[src/rtl/dly_tap_cal_ctrl.sv]
//============================================================================
// Module  : dly_tap_cal_ctrl
// Purpose : Delay-line tap calibration controller. On START it sweeps the
//           tap-select code upward from 0, waits SETTLE cycles after every
//           tap change, samples the phase detector and locks on the first
//           tap where PD reports the target edge reached. If the last tap
//           is evaluated without PD=1 the sweep ends in FAIL with TAP held
//           at its maximum.
// Ports   : CLK   - clock, rising edge
//           RN    - asynchronous active-low reset
//           START - calibration request (ignored while BUSY)
//           PD    - phase-detector sample, only observed in SAMPLE
//           TAP   - tap-select code to the delay-chain mux
//           BUSY  - calibration in progress
//           LOCK  - calibration succeeded, TAP holds the locked code
//           FAIL  - all taps tried without PD=1
// Config  : DLY_TAP_CAL_MAJ_EN - when defined, PD is sampled on three
//           consecutive SAMPLE cycles and the majority value is evaluated;
//           otherwise a single sample is evaluated.
// Revision: 1.0 - initial release
//============================================================================
`default_nettype none

module dly_tap_cal_ctrl #(
  parameter int TAP_W  = 4,
  parameter int SETTLE = 4
) (
  input  logic             CLK,
  input  logic             RN,
  input  logic             START,
  input  logic             PD,
  output logic [TAP_W-1:0] TAP,
  output logic             BUSY,
  output logic             LOCK,
  output logic             FAIL
);

  typedef enum logic [2:0] {
    ST_IDLE   = 3'd0,
    ST_SETTLE = 3'd1,
    ST_SAMPLE = 3'd2,
    ST_LOCKED = 3'd3,
    ST_FAILED = 3'd4
  } state_t;

  localparam logic [TAP_W-1:0] C_TAP_MAX     = '1;
  // The counter is loaded with SETTLE-1 so that SETTLE reaches zero on the
  // SETTLE-th edge after entry, giving exactly SETTLE cycles in ST_SETTLE.
  localparam logic [7:0]       C_SETTLE_LOAD = 8'(SETTLE - 1);

  state_t     r_state;
  logic [7:0] r_settle_cnt;
  logic       w_eval_now;  // this SAMPLE edge produces the final decision
  logic       w_pd_eval;   // PD value the decision is based on

`ifdef DLY_TAP_CAL_MAJ_EN
  logic [1:0] r_smp_cnt;
  logic [1:0] r_votes;

  // Third sample is taken live on the deciding edge; the first two are held.
  assign w_eval_now = (r_smp_cnt == 2'd2);
  assign w_pd_eval  = (r_votes[1] & r_votes[0]) |
                      (r_votes[1] & PD) |
                      (r_votes[0] & PD);
`else
  assign w_eval_now = 1'b1;
  assign w_pd_eval  = PD;
`endif

  always_ff @(posedge CLK or negedge RN) begin
    if (!RN) begin
      r_state      <= ST_IDLE;
      r_settle_cnt <= 8'd0;
      TAP          <= '0;
      BUSY         <= 1'b0;
      LOCK         <= 1'b0;
      FAIL         <= 1'b0;
`ifdef DLY_TAP_CAL_MAJ_EN
      r_smp_cnt    <= 2'd0;
      r_votes      <= 2'd0;
`endif
    end else begin
      case (r_state)
        ST_IDLE, ST_LOCKED, ST_FAILED: begin
          if (START) begin
            TAP          <= '0;
            LOCK         <= 1'b0;
            FAIL         <= 1'b0;
            BUSY         <= 1'b1;
            r_settle_cnt <= C_SETTLE_LOAD;
            r_state      <= ST_SETTLE;
          end
        end

        ST_SETTLE: begin
          if (r_settle_cnt == 8'd0) begin
            r_state   <= ST_SAMPLE;
`ifdef DLY_TAP_CAL_MAJ_EN
            r_smp_cnt <= 2'd0;
`endif
          end else begin
            r_settle_cnt <= r_settle_cnt - 8'd1;
          end
        end

        ST_SAMPLE: begin
          if (w_eval_now) begin
            if (w_pd_eval) begin
              BUSY    <= 1'b0;
              LOCK    <= 1'b1;
              r_state <= ST_LOCKED;
            end else if (TAP == C_TAP_MAX) begin
              // Last tap exhausted: hold at max rather than wrapping.
              BUSY    <= 1'b0;
              FAIL    <= 1'b1;
              r_state <= ST_FAILED;
            end else begin
              TAP          <= TAP + TAP_W'(1);
              r_settle_cnt <= C_SETTLE_LOAD;
              r_state      <= ST_SETTLE;
            end
          end
`ifdef DLY_TAP_CAL_MAJ_EN
          else begin
            r_votes   <= {r_votes[0], PD};
            r_smp_cnt <= r_smp_cnt + 2'd1;
          end
`endif
        end

        default: begin
          r_state <= ST_IDLE;
          BUSY    <= 1'b0;
        end
      endcase
    end
  end

endmodule

`default_nettype wire

[config.mk]
export PLATFORM = sky130hd
export DESIGN_NAME = dly_tap_cal_ctrl
export DESIGN_NICKNAME = d
export VERILOG_FILES = /design/src/rtl/dly_tap_cal_ctrl.sv
export SDC_FILE = /design/constraint.sdc
export NUM_CORES = 1
export LEC_CHECK = 0
export CORE_MARGIN = 5
export CORE_UTILIZATION = 45
export DETAILED_ROUTE_END_ITERATION = 12
export PLACE_DENSITY = 0.77
export SLEW_MARGIN = 30
export SYNTH_ARGS = -nofsm -noshare
export SYNTH_HDL_FRONTEND = slang
export SYNTH_SLANG_ARGS = --single-unit
[constraint.sdc]
create_clock -name CLK -period 2.2 [get_ports CLK]
set_input_delay 0.33 -clock CLK [delete_from_list [all_inputs] [get_ports CLK]]
set_output_delay 0.33 -clock CLK [all_outputs]
set_load 0.01 [all_outputs]
==> summary.txt <==
Rows: 17
CTS tree: built
first-pass GRT wire length: 4.00 mm
Final Hold Viols: 0
GP Congestion: 0.827
hold buffers post-CTS: 0
Least-Margin Pin Slew: 0.470 ns
Crit. Startpoint: r_state[1]
Mapped Cells: 122
wire per inst: 13.9 um
initial antenna violation count: 0
Syn. warnings: 0
H-tree depth: 1
DR vias/cell: 5.89
Die X: 59.0 um
Area contributors post-synth: dfrtp_1 42%, nand2_1 4.9%, a31oi_1 4.1%
final setup margin: 0.249 ns
gr usage total: 14.8%
total CTS buffers: 3
PwrDens: 1280 nW/um2
asr flop ratio synth: 100%
Buffers on Ports: 10
Mapped Area: 1080 um2
register area share after synthesis: 41.7%
root buf cell: clkbuf_4
# diodes: 0
grt total ovfl: 0
CTS Buffer Depth: 2
IO Count: 11
CP Launch Type: flip-flop
Leak: 0.542 nW
postcts setup bufs: 0
FF-to-FF path depth: 4
Fmax: 512 MHz
CP arrival: 2.09 ns
final max-slew violation count: 0
final wirelength: 2.29 mm
Reg-to-Reg Start: r_state[1]
DRC errors left: 0
Area Overhead vs Synth: 16.0%
CP required: 2.34 ns
DRT Pass-1 Iters: 5
total die area: 3480 um2
initial DRC count: 33
crit path time final: 1.95 ns
clk sink count: 18
max_slew headroom: 68.4%
Worst Hold Class: in2async
setup TNS: 0 ns
clk_skew: 0.00760 ns
Hold Slack: 0.362 ns
synthesized area per cell: 8.86 um2
crit-path max FO: 11
VDD IR-drop max: 0.839 mV
Netlist cell types: 41
MaxCap Viol Count: 0
Synth Register Bits: 18
outcome: completed
top_reg_cell synth: dfrtp_1
Initial Util: 47.9%
top-area cell type share of the netlist area: 41.7%
Finished Layout Cells: 165
total vias in the final route: 972
Mapped Nets: 129
dpl cells: 162
area leader, netlist: dfrtp_1
antenna-violating nets left: 0
DP HPWL: 1.77 mm
# setup viols final: 0
Final nets: 146
WS Path Type: reg2reg
CORE AREA: 2250 um2
largest net degree at the start of global routing: 19
DP Worst Slack: 0.223 ns
clock slew at reported path FFs: 0.10 ns
share of cells above drive strength 1: 9.49%
Final period util: 88.7%
vias in the first global route: 898
# resized after CTS: 0
Die H: 59.0 um
EDFF count, synth: 0
Crit. End Element: flip-flop
worst skew pair latency: 0.28 ns
RSZ-0062 raised after global routing: false
layout by cell type, fill, tap and decap left out, drive strengths merged, types with 2 or more instances in the layout:
master,Yosys,routed
nor2,7,7
and2,3,3
or3b,2,2
nand2,15,15
buf,3,6
or2,2,2
clkbuf,1,3
o21a,2,2
a31oi,7,7
nand3,8,8
a21oi,6,6
o211ai,4,4
inv,8,8
o31ai,2,2
nor3,5,5
clkdlybuf4s50,0,10
ha,3,3
dfrtp,18,18
o21ai,6,6
layer usage:
layer / track usage (%) / wire (um) / up-vias
met1: 19.9 / 1080 / 457
li1: - / - / 481
met2: 23.2 / 1090 / 30
met5: 0 / 0 / -
met4: 5.18 / 23 / 0
met3: 3.27 / 92 / 4
cell type report:
type | instances | area [um2]
clock buffers | 3 | 22.5
well taps | 28 | 35.0
multi-input cells | 92 | 571
inverters | 8 | 30.0
flip-flops and latches | 18 | 450
repair buffers | 16 | 145
fillers | 221 | 1000
critical path, cell delays in order (launching register included):
cell and delay, ns:
dfrtp_1 0.50, or3b_4 0.46, a41o_1 0.26, a211oi_2 0.44, a31oi_1 0.15
path summary, 6_finish.rpt:
kind                                        end  slack (ns)
worst max register to register  r_settle_cnt[4]        0.25
worst min register to register       r_state[2]        0.50
min in group CLK                     r_state[2]        0.50
worst max-delay path            r_settle_cnt[4]        0.25
max in group asynchronous                  LOCK        1.64
worst min-delay path            r_settle_cnt[5]        0.36
synth_stat cells, drive strengths merged, types with 2 or more instances:
library cell / instances
dfrtp: 18
o21ai: 6
buf: 3
ha: 3
a21oi: 6
or3b: 2
o211ai: 4
o21a: 2
nand2: 15
a31oi: 7
nor2: 7
inv: 8
nor3: 5
o31ai: 2
and2: 3
nand3: 8
or2: 2
registers in the layout (all words and copies together), names as in the netlist:
register      count
TAP               4
r_settle_cnt      8
LOCK              1
r_state           3
BUSY              1
FAIL              1
metrics by stage:
| step | power (W) | utilization [%] | cell area, um2 |
|---|---|---|---|
| detailed placement | 0.00145 | 54.6 | 1230 |
| finish | 0.00160 | 55.6 | 1250 |
| global route | 0.00175 | 55.6 | 1250 |
| global placement | 0.00141 | 54.6 | 1230 |
| floorplan | 0.00119 | - | 1080 |
| CTS | 0.00160 | 55.6 | 1250 |
power breakdown:
group          internal [W]  switching (W)  total (W)
Clock             0.0000633      0.0000909   0.000154
Combinational      0.000385       0.000474   0.000860
Sequential         0.000448       0.000137   0.000585
cell families after synthesis:
group,share of synthesized area [%]
buffers and inverters,5.55
adders and majority gates,3.47
muxes,1.04
AOI/OAI and AO/OA,24.5
and+or+nand+nor,22.9
DFF,41.7
xor gates and xnor gates,0.810
Power figures use the tool's default switching activity.
